File: src/rtl/cpu_run_controller_if.sv
// -----------------------------------------------------------------------------
// cpu_run_controller_if
//   Dump stream from the run controller to a sink: one word per accepted beat,
//   tagged with its section (register file or data memory) and a last flag.
//
//   Signals
//     dump_valid   master -> slave   beat valid
//     dump_ready   slave  -> master  sink accepts the beat this cycle
//     dump_data    master -> slave   beat payload, DATA_W bits
//     dump_is_mem  master -> slave   0 = register beat, 1 = memory beat
//     dump_last    master -> slave   final beat of the memory section
//
//   DATA_W must match the DATA_W of the cpu_run_controller it is bound to.
// -----------------------------------------------------------------------------
`timescale 1ns/1ps

interface cpu_run_controller_if #(
    parameter int DATA_W = 32
);
    logic              dump_valid;
    logic              dump_ready;
    logic [DATA_W-1:0] dump_data;
    logic              dump_is_mem;
    logic              dump_last;

    modport master (
        output dump_valid,
        output dump_data,
        output dump_is_mem,
        output dump_last,
        input  dump_ready
    );

    modport slave (
        input  dump_valid,
        input  dump_data,
        input  dump_is_mem,
        input  dump_last,
        output dump_ready
    );
endinterface

File: src/rtl/cpu_run_controller.sv
// -----------------------------------------------------------------------------
// cpu_run_controller
//   Run/dump sequencer around a pipelined core. On start it holds the core in
//   reset for BOOT_CYCLES, releases it and counts cycles until end_program,
//   lets the pipeline drain for DRAIN_CYCLES, then streams NUM_REGS register
//   words followed by MEM_WORDS data-memory words over a valid/ready port.
//
//   Optional feature: define RUN_WATCHDOG_EN to abort a run that reaches
//   MAX_CYCLES without end_program (sets a sticky timeout, dump still runs).
//
//   Ports
//     clk           in   clock
//     reset         in   asynchronous, active-low reset
//     start         in   1-cycle pulse, honoured in IDLE and DONE only
//     end_program   in   halt indication from the core
//     cpu_reset_n   out  reset to the core, active low
//     reg_addr      out  register-file read index
//     reg_data      in   combinational register read data for reg_addr
//     mem_addr      out  data-memory word index
//     mem_data      in   combinational memory read data for mem_addr
//     dump          if   dump stream (master side of cpu_run_controller_if)
//     cycle_count   out  cycles spent in RUN, saturating
//     busy          out  high from BOOT through DUMP_MEM
//     done          out  high in DONE
//     timeout       out  watchdog fired, sticky until the next start
// -----------------------------------------------------------------------------
`timescale 1ns/1ps

module cpu_run_controller #(
    parameter int BOOT_CYCLES  = 2,
    parameter int DRAIN_CYCLES = 5,
    parameter int NUM_REGS     = 32,
    parameter int MEM_WORDS    = 32,
    parameter int DATA_W       = 32,
    parameter int CNT_W        = 32,
    parameter int MAX_CYCLES   = 4096
) (
    input  logic                                            clk,
    input  logic                                            reset,
    input  logic                                            start,
    input  logic                                            end_program,
    output logic                                            cpu_reset_n,
    output logic [((NUM_REGS  > 1) ? $clog2(NUM_REGS)  : 1)-1:0] reg_addr,
    input  logic [DATA_W-1:0]                               reg_data,
    output logic [((MEM_WORDS > 1) ? $clog2(MEM_WORDS) : 1)-1:0] mem_addr,
    input  logic [DATA_W-1:0]                               mem_data,
    cpu_run_controller_if.master                            dump,
    output logic [CNT_W-1:0]                                cycle_count,
    output logic                                            busy,
    output logic                                            done,
    output logic                                            timeout
);

    localparam int RA_W    = (NUM_REGS  > 1) ? $clog2(NUM_REGS)  : 1;
    localparam int MA_W    = (MEM_WORDS > 1) ? $clog2(MEM_WORDS) : 1;
    localparam int MAX_SEC = (NUM_REGS > MEM_WORDS) ? NUM_REGS : MEM_WORDS;
    // The index must be able to hold MEM_WORDS: that value marks "all memory
    // beats loaded" while the last one waits for acceptance.
    localparam int IDX_W   = $clog2(MAX_SEC + 1);
    localparam int BOOT_W  = (BOOT_CYCLES  > 0) ? $clog2(BOOT_CYCLES  + 1) : 1;
    localparam int DRAIN_W = (DRAIN_CYCLES > 0) ? $clog2(DRAIN_CYCLES + 1) : 1;

`ifdef RUN_WATCHDOG_EN
    localparam bit WD_EN = 1'b1;
`else
    localparam bit WD_EN = 1'b0;
`endif

    if (NUM_REGS < 1 || MEM_WORDS < 1) begin : g_bad_cfg
        $error("cpu_run_controller: NUM_REGS and MEM_WORDS must both be at least 1");
    end

    typedef enum logic [2:0] {
        IDLE,
        BOOT,
        RUN,
        DRAIN,
        DUMP_REG,
        DUMP_MEM,
        DONE
    } state_t;

    state_t              state_q,     state_d;
    logic [BOOT_W-1:0]   boot_cnt_q,  boot_cnt_d;
    logic [DRAIN_W-1:0]  drain_cnt_q, drain_cnt_d;
    logic [IDX_W-1:0]    idx_q,       idx_d;
    logic [CNT_W-1:0]    cnt_q,       cnt_d;
    logic                timeout_q,   timeout_d;
    logic                valid_q,     valid_d;
    logic [DATA_W-1:0]   data_q,      data_d;
    logic                is_mem_q,    is_mem_d;
    logic                last_q,      last_d;

    logic [CNT_W-1:0]    cnt_inc;
    logic                load_ok;

    // Where RUN goes once it ends; a zero drain depth skips DRAIN entirely.
    localparam state_t AFTER_RUN = (DRAIN_CYCLES > 0) ? DRAIN : DUMP_REG;
    localparam state_t AFTER_START = (BOOT_CYCLES > 0) ? BOOT : RUN;

    // -------------------------------------------------------------------------
    // Next-state and datapath
    // -------------------------------------------------------------------------
    always_comb begin
        // NOTE: every variable gets its hold value first so no path through the
        // case below can leave one unassigned and infer a latch.
        state_d     = state_q;
        boot_cnt_d  = boot_cnt_q;
        drain_cnt_d = drain_cnt_q;
        idx_d       = idx_q;
        cnt_d       = cnt_q;
        timeout_d   = timeout_q;
        valid_d     = valid_q;
        data_d      = data_q;
        is_mem_d    = is_mem_q;
        last_d      = last_q;

        cnt_inc = (&cnt_q) ? cnt_q : cnt_q + CNT_W'(1);
        // A new beat may be loaded when the output slot is empty or being drained.
        load_ok = !valid_q || dump.dump_ready;

        unique case (state_q)
            IDLE, DONE: begin
                if (start) begin
                    state_d    = AFTER_START;
                    boot_cnt_d = '0;
                    cnt_d      = '0;
                    timeout_d  = 1'b0;
                    idx_d      = '0;
                end
            end

            BOOT: begin
                if (boot_cnt_q == BOOT_W'(BOOT_CYCLES - 1)) begin
                    state_d    = RUN;
                    boot_cnt_d = '0;
                end else begin
                    boot_cnt_d = boot_cnt_q + BOOT_W'(1);
                end
            end

            RUN: begin
                // The cycle in which end_program is sampled still counts.
                cnt_d = cnt_inc;
                if (end_program) begin
                    state_d     = AFTER_RUN;
                    drain_cnt_d = '0;
                end else if (WD_EN && (cnt_inc >= CNT_W'(MAX_CYCLES))) begin
                    state_d     = AFTER_RUN;
                    drain_cnt_d = '0;
                    timeout_d   = 1'b1;
                end
            end

            DRAIN: begin
                if (drain_cnt_q == DRAIN_W'(DRAIN_CYCLES - 1)) begin
                    state_d     = DUMP_REG;
                    drain_cnt_d = '0;
                end else begin
                    drain_cnt_d = drain_cnt_q + DRAIN_W'(1);
                end
            end

            DUMP_REG: begin
                if (load_ok) begin
                    data_d   = reg_data;
                    valid_d  = 1'b1;
                    is_mem_d = 1'b0;
                    last_d   = 1'b0;
                    // Switching sections on the load of the final register
                    // lets the first memory word follow without a bubble.
                    if (idx_q == IDX_W'(NUM_REGS - 1)) begin
                        idx_d   = '0;
                        state_d = DUMP_MEM;
                    end else begin
                        idx_d = idx_q + IDX_W'(1);
                    end
                end
            end

            DUMP_MEM: begin
                if (valid_q && dump.dump_ready && last_q) begin
                    valid_d = 1'b0;
                    last_d  = 1'b0;
                    state_d = DONE;
                end else if (load_ok && (idx_q < IDX_W'(MEM_WORDS))) begin
                    data_d   = mem_data;
                    valid_d  = 1'b1;
                    is_mem_d = 1'b1;
                    last_d   = (idx_q == IDX_W'(MEM_WORDS - 1));
                    idx_d    = idx_q + IDX_W'(1);
                end
            end

            default: begin
                state_d = IDLE;
            end
        endcase
    end

    // -------------------------------------------------------------------------
    // State registers
    // -------------------------------------------------------------------------
    always_ff @(posedge clk or negedge reset) begin
        if (!reset) begin
            state_q     <= IDLE;
            boot_cnt_q  <= '0;
            drain_cnt_q <= '0;
            idx_q       <= '0;
            cnt_q       <= '0;
            timeout_q   <= 1'b0;
            valid_q     <= 1'b0;
            data_q      <= '0;
            is_mem_q    <= 1'b0;
            last_q      <= 1'b0;
        end else begin
            // NOTE: non-blocking assignments so every register samples the
            // values computed from the previous cycle, regardless of order.
            state_q     <= state_d;
            boot_cnt_q  <= boot_cnt_d;
            drain_cnt_q <= drain_cnt_d;
            idx_q       <= idx_d;
            cnt_q       <= cnt_d;
            timeout_q   <= timeout_d;
            valid_q     <= valid_d;
            data_q      <= data_d;
            is_mem_q    <= is_mem_d;
            last_q      <= last_d;
        end
    end

    // -------------------------------------------------------------------------
    // Outputs
    // -------------------------------------------------------------------------
    // The core stays out of reset once released, including DONE, so its state
    // remains inspectable after the dump.
    assign cpu_reset_n = (state_q == RUN)      || (state_q == DRAIN) ||
                         (state_q == DUMP_REG) || (state_q == DUMP_MEM) ||
                         (state_q == DONE);
    assign busy        = (state_q == BOOT)     || (state_q == RUN)   ||
                         (state_q == DRAIN)    || (state_q == DUMP_REG) ||
                         (state_q == DUMP_MEM);
    assign done        = (state_q == DONE);
    assign cycle_count = cnt_q;
    assign timeout     = WD_EN ? timeout_q : 1'b0;

    assign reg_addr    = idx_q[RA_W-1:0];
    assign mem_addr    = idx_q[MA_W-1:0];

    assign dump.dump_valid  = valid_q;
    assign dump.dump_data   = data_q;
    assign dump.dump_is_mem = is_mem_q;
    assign dump.dump_last   = last_q;

endmodule

File: src/flat_wrapper.sv
// flat-port wrapper written by rule: the top's interface ports become plain ports
module cpu_run_controller_flat 
#(
    parameter int BOOT_CYCLES  = 2,
    parameter int DRAIN_CYCLES = 5,
    parameter int NUM_REGS     = 32,
    parameter int MEM_WORDS    = 32,
    parameter int DATA_W       = 32,
    parameter int CNT_W        = 32,
    parameter int MAX_CYCLES   = 4096
)
  (clk, reset, start, end_program, cpu_reset_n, reg_addr, reg_data, mem_addr, mem_data, cycle_count, busy, done, timeout, dump_dump_valid, dump_dump_data, dump_dump_is_mem, dump_dump_last, dump_dump_ready);
  cpu_run_controller_if #(.DATA_W(DATA_W)) dump_i ();
  input  logic clk;
  input  logic reset;
  input  logic start;
  input  logic end_program;
  output logic cpu_reset_n;
  output logic [((NUM_REGS  > 1) ? $clog2(NUM_REGS)  : 1)-1:0] reg_addr;
  input  logic [DATA_W-1:0] reg_data;
  output logic [((MEM_WORDS > 1) ? $clog2(MEM_WORDS) : 1)-1:0] mem_addr;
  input  logic [DATA_W-1:0] mem_data;
  output logic [CNT_W-1:0] cycle_count;
  output logic busy;
  output logic done;
  output logic timeout;
  output wire logic [$bits(dump_i.dump_valid)-1:0] dump_dump_valid;
  output wire logic [$bits(dump_i.dump_data)-1:0] dump_dump_data;
  output wire logic [$bits(dump_i.dump_is_mem)-1:0] dump_dump_is_mem;
  output wire logic [$bits(dump_i.dump_last)-1:0] dump_dump_last;
  input wire logic [$bits(dump_i.dump_ready)-1:0] dump_dump_ready;
  assign dump_dump_valid = dump_i.dump_valid;
  assign dump_dump_data = dump_i.dump_data;
  assign dump_dump_is_mem = dump_i.dump_is_mem;
  assign dump_dump_last = dump_i.dump_last;
  assign dump_i.dump_ready = dump_dump_ready;
  cpu_run_controller #(.BOOT_CYCLES(BOOT_CYCLES), .DRAIN_CYCLES(DRAIN_CYCLES), .NUM_REGS(NUM_REGS), .MEM_WORDS(MEM_WORDS), .DATA_W(DATA_W), .CNT_W(CNT_W), .MAX_CYCLES(MAX_CYCLES)) u_core (.clk(clk), .reset(reset), .start(start), .end_program(end_program), .cpu_reset_n(cpu_reset_n), .reg_addr(reg_addr), .reg_data(reg_data), .mem_addr(mem_addr), .mem_data(mem_data), .dump(dump_i), .cycle_count(cycle_count), .busy(busy), .done(done), .timeout(timeout));
endmodule
File: config.mk
export PLATFORM = sky130hd
export DESIGN_NAME = cpu_run_controller_flat
export DESIGN_NICKNAME = d
export VERILOG_FILES = /design/src/rtl/cpu_run_controller_if.sv /design/src/rtl/cpu_run_controller.sv /design/src/flat_wrapper.sv
export SDC_FILE = /design/constraint.sdc
export NUM_CORES = 1
export LEC_CHECK = 0
export ABC_CLOCK_PERIOD_IN_PS = 2800
export CAP_MARGIN = 25
export CORE_ASPECT_RATIO = 1.5
export CORE_MARGIN = 3
export CORE_UTILIZATION = 46
export CTS_CLUSTER_SIZE = 28
export DETAILED_ROUTE_END_ITERATION = 7
export PLACE_DENSITY = 0.84
export SLEW_MARGIN = 15
export SYNTH_ARGS = -nofsm -noshare
export SYNTH_HDL_FRONTEND = slang
export SYNTH_SLANG_ARGS = --single-unit
File: constraint.sdc
create_clock -name clk -period 2.8 [get_ports clk]
set_input_delay 0.42 -clock clk [delete_from_list [all_inputs] [get_ports clk]]
set_output_delay 0.42 -clock clk [all_outputs]
set_load 0.05 [all_outputs]
After elaboration in Yosys (flattened, before gate mapping)
Index checks and enable logic that the tools add are counted.

word-level totals
  register bits = 81
  bits of input ports = 69
  output and inout port bits = 81
  logic and storage cells = 99

cells by class
  add/sub/neg operators = 4
  $lt $le $gt $ge = 1
  eq/ne operators = 20
  multiplexer cells = 37
  reductions and logical operators = 28

operators by type and width
  cell                     count
  $mux W32                 5
  $pmux W32 S2             2
  $add A32 B1 Y32 const B  1
  $reduce_and A32 Y1       1
  $mux W6                  5
  $mux W3                  9
  $pmux W3 S6              1
  $pmux W6 S3              1
  $eq A3 B3 Y1 const B     4
  $ne A2 B1 Y1 const B     6
  $logic_or A1 B1 Y1       9
  $ne A2 B2 Y1 const B     4
  $reduce_bool A2 Y1       4
  $mux W1                  7
  $reduce_and A7 Y1        1
  $add A6 B1 Y6 const B    1
  $eq A3 B2 Y1 const B     2
  $eq A6 B5 Y1 const B     1
  $lt A6 B6 Y1 const B     1
  $pmux W1 S2              3
  $pmux W3 S2              1
  $reduce_and A3 Y1        2
  $reduce_and A5 Y1        1
  $mux W2                  2
  other kinds (13)         16

Longest topological paths before layout
Gate-level depths: netlist of the first run.

  word-level depth = 6
  gate-level depth with buffers = 8
  depth with buffers taken out = 6

Worst setup path before layout of the first run
OpenSTA, ideal clock, no wires.

  kind = register to register
  from = register u_core.cnt_q[0], in the netlist u_core.cycle_count[0]
  to = register u_core.cnt_q[4], in the netlist u_core.cycle_count[4]
  library setup time = 0.126 ns
  data arrival time = 2.591 ns
  required time = 2.674 ns
  setup slack = 0.083 ns
  cell stages (with the launch flop) = 9
  path buffers = 2
  clock period less this slack = 2.717 ns
  cell sequence = dfrtp_1 > ha_1 > nand3_1 > nor4_2 > and3_1 > buf_2 > buf_2 > nor3_1 > a221o_1

between the ends
  longest elaborated chain between the ends = 3
  elaborated cells on any way between the ends = 6
  classes of those cells = add/sub (1); eq/ne (1); mux (2); reduce/logical (2)

RTL lines
  item                                                          RTL line                   text
  start: declaration                                            cpu_run_controller.sv:87   logic [CNT_W-1:0] cnt_q, cnt_d;
  start signal: assignment                                      cpu_run_controller.sv:223  cnt_q <= cnt_d;
  $add A32 B1 Y32 / $reduce_and A32 Y1 (equally long branches)  cpu_run_controller.sv:118  cnt_inc = (&cnt_q) ? cnt_q : cnt_q + CNT_W'(1);
  $mux W32 / $ne A2 B2 Y1 (equally long branches)               n/a
  $pmux W32 S2 / $reduce_and A3 Y1 (equally long branches)      n/a

Parallel ways exist; a longest one is shown, timed or not. The select of a mux whose other input is x is not followed.
A chain may end at the register's enable or synchronous reset.

Final worst setup path of the first run
  from = register u_core.state_q[2]
  to = output cpu_reset_n

between the ends
  longest elaborated chain between the ends = 5
  elaborated cells on any way between the ends = 9
  classes of those cells = eq/ne (5); reduce/logical (4)

RTL lines
  item                             RTL line                   text
  start: declaration               cpu_run_controller.sv:83   state_t state_q, state_d;
  start signal: assignment         cpu_run_controller.sv:219  state_q <= state_d;
  $eq A3 B2 Y1                     cpu_run_controller.sv:237  assign cpu_reset_n = (state_q == RUN) || (state_q == DRAIN) ||
  $logic_or A1 B1 Y1 (2 in a row)  cpu_run_controller.sv:237
  $logic_or A1 B1 Y1               cpu_run_controller.sv:238  (state_q == DUMP_REG) || (state_q == DUMP_MEM) ||
  $logic_or A1 B1 Y1 (*)           cpu_run_controller.sv:238
  end: declaration                 flat_wrapper.sv:18         output logic cpu_reset_n;

Mark *: on every way between the ends. The rest lies on a longest branch, timed or not.

==> metrics, run 1 <==
Final Wtd Congestion=0.926; Top Ports=150; pin count of the biggest net entering global routing=82; CTS sink count=81; fraction of registers with async set/reset=100%; DRC viols=0; TritonCTS clock tree=yes; Routed Antenna Nets=0; Die ar.=11000 µm²; simple-gate share of the synthesized area=21.6%; Seq/Total Area, Yosys=45.0%; Std-Cell Rows=43; effective utilization at floorplan=47.9%; most frequent cells in the layout=147 x clkdlybuf4s50_1, 81 x dfrtp_1, 49 x nor2_1; Worst Setup End Kind=output pin; via density per instance=5.95; Global Route met1 Usage=28.7%; CTS H-tree depth=3; CP required=2.38 ns; clock buffer count from CTS=9; fin worst setup slack=0.265 ns; Post-Synth Adder-Cell Area=1.11%; vias in the first global route=4492; mapped cell area=4510 µm²; DRT Wirelength=13300 µm; outcome=completed; XOR/XNOR Fraction of Synth Area=0.194%; share of cells above drive strength 1=7.40%; Syn Nets=565; Startpoint Class=register; DP Wirelength=9730 µm; ANT cells=0; Die Ht=127 µm; Slew headroom=58.5%; dpl cell area=6100 µm²; crit path kind=register to output pin; Avg Inst Size Synth=9.16 µm²; clk root buf=clkbuf_16; Clock Tree Buf Depth=2; Clock Skew=0.00362 ns; fin crit period=2.53 ns; commonest non-fill, non-tap cell in the layout=clkdlybuf4s50_1; Seq cells post-synth=81; WHS=0.0309 ns; worst min path class=primary input to async pin; Congestion Overflow GR=0; Buffers on Ports=148; M3 GR Usage=6.90%; first-pass GRT wire length=21900 µm; Distinct cells, synth=53; PwrDens=1220 nW/µm²; post-CTS sizing=0; Core Region=9420 µm²; met2 Use GR=41.7%; Max rail drop VDD=1130 µV; largest family of logic cells by synthesized area=simple AND/OR/NAND/NOR gates; # Max-Cap Violations=0; Worst EP arrival=2.11 ns; DRT Pass-1 Iters=5; CP Max Fanout=14; final hold vios=0; crit share post-route=90.5%; hold_buf cts=0; Iteration-0 DRC Markers=284; Worst Tran Pin Value=0.615 ns; Clock transition at path regs=0.06 ns; final setup TNS=0 ns; Pleak=2.73 nW; Die W=86.8 µm; Ys Warns=0; Synth Area in Compound Gates=17.8%; pre-CTS setup slack=0.213 ns; Fmax=394 MHz; Post-Synthesis Cells=492; GRT Max-Usage Layer=met2; Synth Flop Type=dfrtp_1; Total Routing Usage GR=24.9%; Via Count=4442; mux contribution to synthesized area=8.24%; Post-Layout Inst Area=6430 µm²; worst-skew pair later-pin latency=0.34 ns; Pins Over Slew Limit=0; unrepaired setup endpoints after global routing=no; drt wl/cell=17.8 µm; Post-synth EDFFs=0; Layout Nets=703; final setup violation count=0; Post-CTS Setup Bufs=0; antenna violations before repair=0; Layout area overhead=42.6%
-- synthesized netlist by cell type, types with 3 or more instances --
cell type | count | share of area, %
buf_2 | 6 | 0.67
clkbuf_1 | 19 | 1.6
nand4_1 | 10 | 1.4
buf_1 | 6 | 0.50
ha_1 | 4 | 1.1
a221o_1 | 3 | 0.67
o211ai_1 | 6 | 1.0
nand2_1 | 34 | 2.8
nor3_1 | 6 | 0.67
or3_1 | 3 | 0.42
o21ai_0 | 18 | 2.0
o41ai_1 | 3 | 0.58
a211o_1 | 5 | 0.97
o31ai_1 | 9 | 1.5
a31oi_1 | 16 | 2.2
dfrtp_1 | 81 | 45
and2_1 | 4 | 0.56
buf_4 | 11 | 1.8
nor2_1 | 49 | 4.1
inv_1 | 16 | 1.3
nand3_1 | 26 | 2.9
a21oi_1 | 37 | 4.1
nand2b_1 | 8 | 1.1
and3_1 | 13 | 1.8
o31a_1 | 8 | 1.6
nor4_1 | 10 | 1.4
and4_1 | 6 | 1.2
nor2b_1 | 4 | 0.56
mux2i_1 | 36 | 8.0
-- final timing paths --
| path | startpoint | end | slack (ns) | cells after the start |
|---|---|---|---|---|
| worst max-delay path | u_core.state_q[2] | cpu_reset_n | 0.27 | 4 |
| worst min-delay path | reset | u_core.cycle_count[23] | 0.03 | 1 |
| worst max register to register | u_core.cycle_count[8] | u_core.cycle_count[29] | 0.43 | 5 |
| worst min register to register | u_core.dump.dump_is_mem | u_core.dump.dump_is_mem | 0.51 | 1 |
| max in group asynchronous | reset | u_core.cycle_count[6] | 2.17 | 2 |
| min in group clk | u_core.dump.dump_is_mem | u_core.dump.dump_is_mem | 0.51 | 1 |
-- layout make-up --
type / count / area [µm²]
clock buffers: 10 / 239
clock inverters: 6 / 57.6
fillers: 707 / 2990
inverters: 16 / 60.1
multi-input cells: 353 / 2230
flip-flops and latches: 81 / 2030
well taps: 112 / 140
repair buffers: 169 / 1670
-- worst max-delay path: stages (launching register included) --
cell,delay [ns]
dfrtp_1,0.42
buf_4,0.20
and3_1,0.18
nor2_1,0.12
clkdlybuf4s50_1,0.84
-- report_power, final --
group	internal, W	switching, W
Combinational	0.00159	0.00295
Sequential	0.00165	0.000476
Clock	0.000709	0.000484
Total	0.00395	0.00391
-- sequential cells by signal, indices dropped and copies added, names as in the netlist --
name / cells
u_core.dump.dump_is_mem: 1
u_core.idx_q: 6
u_core.drain_cnt_q: 3
u_core.dump.dump_valid: 1
u_core.dump.dump_data: 32
u_core.boot_cnt_q: 2
u_core.dump.dump_last: 1
u_core.state_q: 3
u_core.cycle_count: 32
-- stage by stage --
step | util (%) | cells | power, W
2_1_floorplan | - | 492 | 0.00520
4_1_cts | 68.0 | 746 | 0.00790
3_5_place_dp | 64.8 | 730 | 0.00668
5_1_grt | 68.3 | 747 | 0.00829
6_report | 68.3 | 747 | 0.00786
3_3_place_gp | 64.8 | 730 | 0.00655
-- kinds of logic (layout without fill, tap and decap cells) --
logic type      count (synthesis)  after routing
buf+inv                        58            201
flops                          81             81
simple gates                  188            188
mux                            37             37
fa+ha+maj                       4              4
compound gates                122            122
xor+xnor                        1              1
other cells                     1              1
-- layer usage --
metal	vias to the layer above	part of all wire, %
met3	32	9.0
met5	-	0
li1	2080	-
met4	0	3.5
met1	2100	36
met2	230	51
Power figures use the tool's default switching activity.
==> run 2, diff against run 1 <==
ABC_CLOCK_PERIOD_IN_PS = 2700   (was 2800)
PLACE_DENSITY = 0.86   (was 0.84)
clock period = 2.7 ns   (was 2.8 ns; I/O delays follow)
==> run 2 against run 1 <==
Effect of this change: routed wire length is 1.6% higher; hold slack worse by 0.0023 ns; clock power rose by 8%; first-iteration DRC count rose by 0.70%; non-clock buffer count rose by 3; sequential power increased by 4%; utilization grew 0.41 points; largest power group unchanged.
==> metrics, run 2 (same netlist as run 1, synthesis figures left out) <==
outcome=completed (unchanged); proportion of power drawn by combinational gates=57.6% (was 57.8%); pin count of the biggest net entering global routing=82 (unchanged); CP required=2.30 ns (was 2.38 ns); Fmax=390 MHz; Core Region=9420 µm² (unchanged); Worst Setup End Kind=output pin (unchanged); hold_buf cts=0 (unchanged); Die W=86.8 µm (unchanged); post-CTS sizing=0 (unchanged); Post-CTS Setup Bufs=0 (unchanged); antenna violations before repair=0 (unchanged); Pleak=2.76 nW (was 2.73 nW); unrepaired setup endpoints after global routing=no (unchanged); DRC viols=0 (unchanged); Post-Layout Inst Area=6470 µm² (was 6430 µm²); Worst Tran Pin Value=0.654 ns (was 0.615 ns); Slew headroom=55.8% (was 58.5%); commonest non-fill, non-tap cell in the layout=clkdlybuf4s50_1 (unchanged); Total Routing Usage GR=25.0% (was 24.9%); TritonCTS clock tree=yes (unchanged); Routed Antenna Nets=0 (unchanged); share of cells above drive strength 1=7.68% (was 7.40%); worst min path class=primary input to async pin (unchanged); drt wl/cell=18.0 µm (was 17.8 µm); fin crit period=2.57 ns; effective utilization at floorplan=47.9% (unchanged); Worst EP arrival=2.16 ns (was 2.11 ns); pre-CTS setup slack=0.151 ns (was 0.213 ns); crit share post-route=95.0%; Clock Skew=0.00524 ns (was 0.00362 ns); Iteration-0 DRC Markers=286 (was 284); fin worst setup slack=0.134 ns (was 0.265 ns); DRT Wirelength=13500 µm (was 13300 µm); CTS sink count=81 (unchanged); final hold vios=0 (unchanged); Clock transition at path regs=0.06 ns (about the same); PwrDens=1280 nW/µm² (was 1220 nW/µm²); crit path kind=register to output pin (unchanged); vias in the first global route=4627 (was 4492); Final Wtd Congestion=0.893 (was 0.926); via density per instance=6.08 (was 5.95); most frequent cells in the layout=147 x clkdlybuf4s50_1, 81 x dfrtp_1, 49 x nor2_1 (unchanged); Slowest cell on crit path=clkdlybuf4s50_1 (unchanged); clock buffer count from CTS=9 (unchanged); P_sw=0.00407 W (was 0.00391 W); DP Wirelength=9820 µm (was 9730 µm); Layout Nets=706 (was 703); CTS H-tree depth=3 (unchanged); part of the power in the clock network=15.7% (was 15.2%); CP Max Fanout=14 (unchanged); Max rail drop VDD=837 µV (was 1130 µV); max incr delay on CP=0.83 ns (was 0.84 ns); Buffers on Ports=148 (unchanged); worst-skew pair later-pin latency=0.34 ns (about the same); Startpoint Class=register (unchanged); clk root buf=clkbuf_16 (unchanged); DRT Pass-1 Iters=8 (was 5); ANT cells=0 (unchanged); final setup violation count=0 (unchanged); Reg power frac=26.8% (was 27.0%); Pins Over Slew Limit=0 (unchanged); Fillers=726 (was 707); Cell Int Power=0.00419 W (was 0.00395 W); Std-Cell Rows=43 (unchanged); dpl cell area=6130 µm² (was 6100 µm²); Clock Tree Buf Depth=2 (unchanged); Via Count=4561 (was 4442); Die ar.=11000 µm² (unchanged); Sw Ratio=49.3% (was 49.8%); Pwr Total=0.00826 W (was 0.00786 W); # Max-Cap Violations=0 (unchanged); CP Cell Sequence=nand2b_1 > nor2_1 > clkdlybuf4s50_1 (was buf_4 > and3_1 > nor2_1 > clkdlybuf4s50_1); Congestion Overflow GR=0 (unchanged); Die Ht=127 µm (unchanged); final setup TNS=0 ns (unchanged); first-pass GRT wire length=22100 µm (was 21900 µm); Layout area overhead=43.4% (was 42.6%); Top Ports=150 (unchanged)
run 2: cell count changes in the layout (fill, tap and decap cells not counted), sizes merged:
cell / delta
buf: +3
bufinv: +1
clkinv: -1
run 2: path summary, 6_finish.rpt:
| check | start | to | slack (ns) | depth (start not counted) |
|---|---|---|---|---|
| setup / recovery | u_core.state_q[0] | done | 0.13 | 3 |
| hold / removal | reset | u_core.cycle_count[23] | 0.03 | 1 |
| setup reg to reg | u_core.cycle_count[8] | u_core.cycle_count[29] | 0.28 | 5 |
| hold reg to reg | u_core.boot_cnt_q[0] | u_core.boot_cnt_q[0] | 0.52 | 1 |
| max in group asynchronous | reset | u_core.dump.dump_data[2] | 2.06 | 2 |
| min in group clk | u_core.boot_cnt_q[0] | u_core.boot_cnt_q[0] | 0.52 | 1 |
run 2: through the flow:
stage / utilization (%) / hold slack, ns / cells
after floorplan: - / 0.109 / 492
after global placement: 65.2 / 0.502 / 733
after detailed placement: 65.2 / 0.505 / 733
after CTS: 68.5 / 0.293 / 749
after global routing: 68.7 / 0.0497 / 750
final: 68.7 / 0.0287 / 750
run 2: cell type report:
class | instances | area [µm²] | area share [%]
Inverter | 16 | 60.1 | 0.929
Tap cell | 112 | 140 | 2.17
Timing Repair Buffer | 172 | 1680 | 26.0
Multi-Input combinational cell | 353 | 2240 | 34.7
Clock buffer | 10 | 229 | 3.54
Sequential cell | 81 | 2030 | 31.3
Clock inverter | 6 | 82.6 | 1.28
run 2: power groups by stage:
stage / Clock (W) / Combinational [W] / Sequential, W
detailed placement: 0 / 0.00476 / 0.00221
floorplan: 0 / 0.00188 / 0.00351
CTS: 0.00132 / 0.00478 / 0.00220
finish: 0.00129 / 0.00476 / 0.00221
global placement: 0 / 0.00465 / 0.00217
global route: 0.00137 / 0.00505 / 0.00228
run 2: metal layers:
layer	share of wire, %	vias to the layer above	GRT usage (%)
li1	-	2086	-
met1	36	2174	27.7
met2	51	254	42.5
met3	9.6	47	8.32
met4	3.6	0	11.8
met5	0	-	0
run 2: worst max-delay path, delay by kind of cell (launching register included):
kind	cells	cell delay, ns
AND/OR/NAND/NOR	2	0.42
flip-flops	1	0.57
buffers and inverters	1	0.83
==> run 3, diff against run 2 <==
SKIP_LAST_GASP = 1   (was unset)
==> results of run 3 <==
The final DEF is identical to that of run 2; final timing and power are the same.
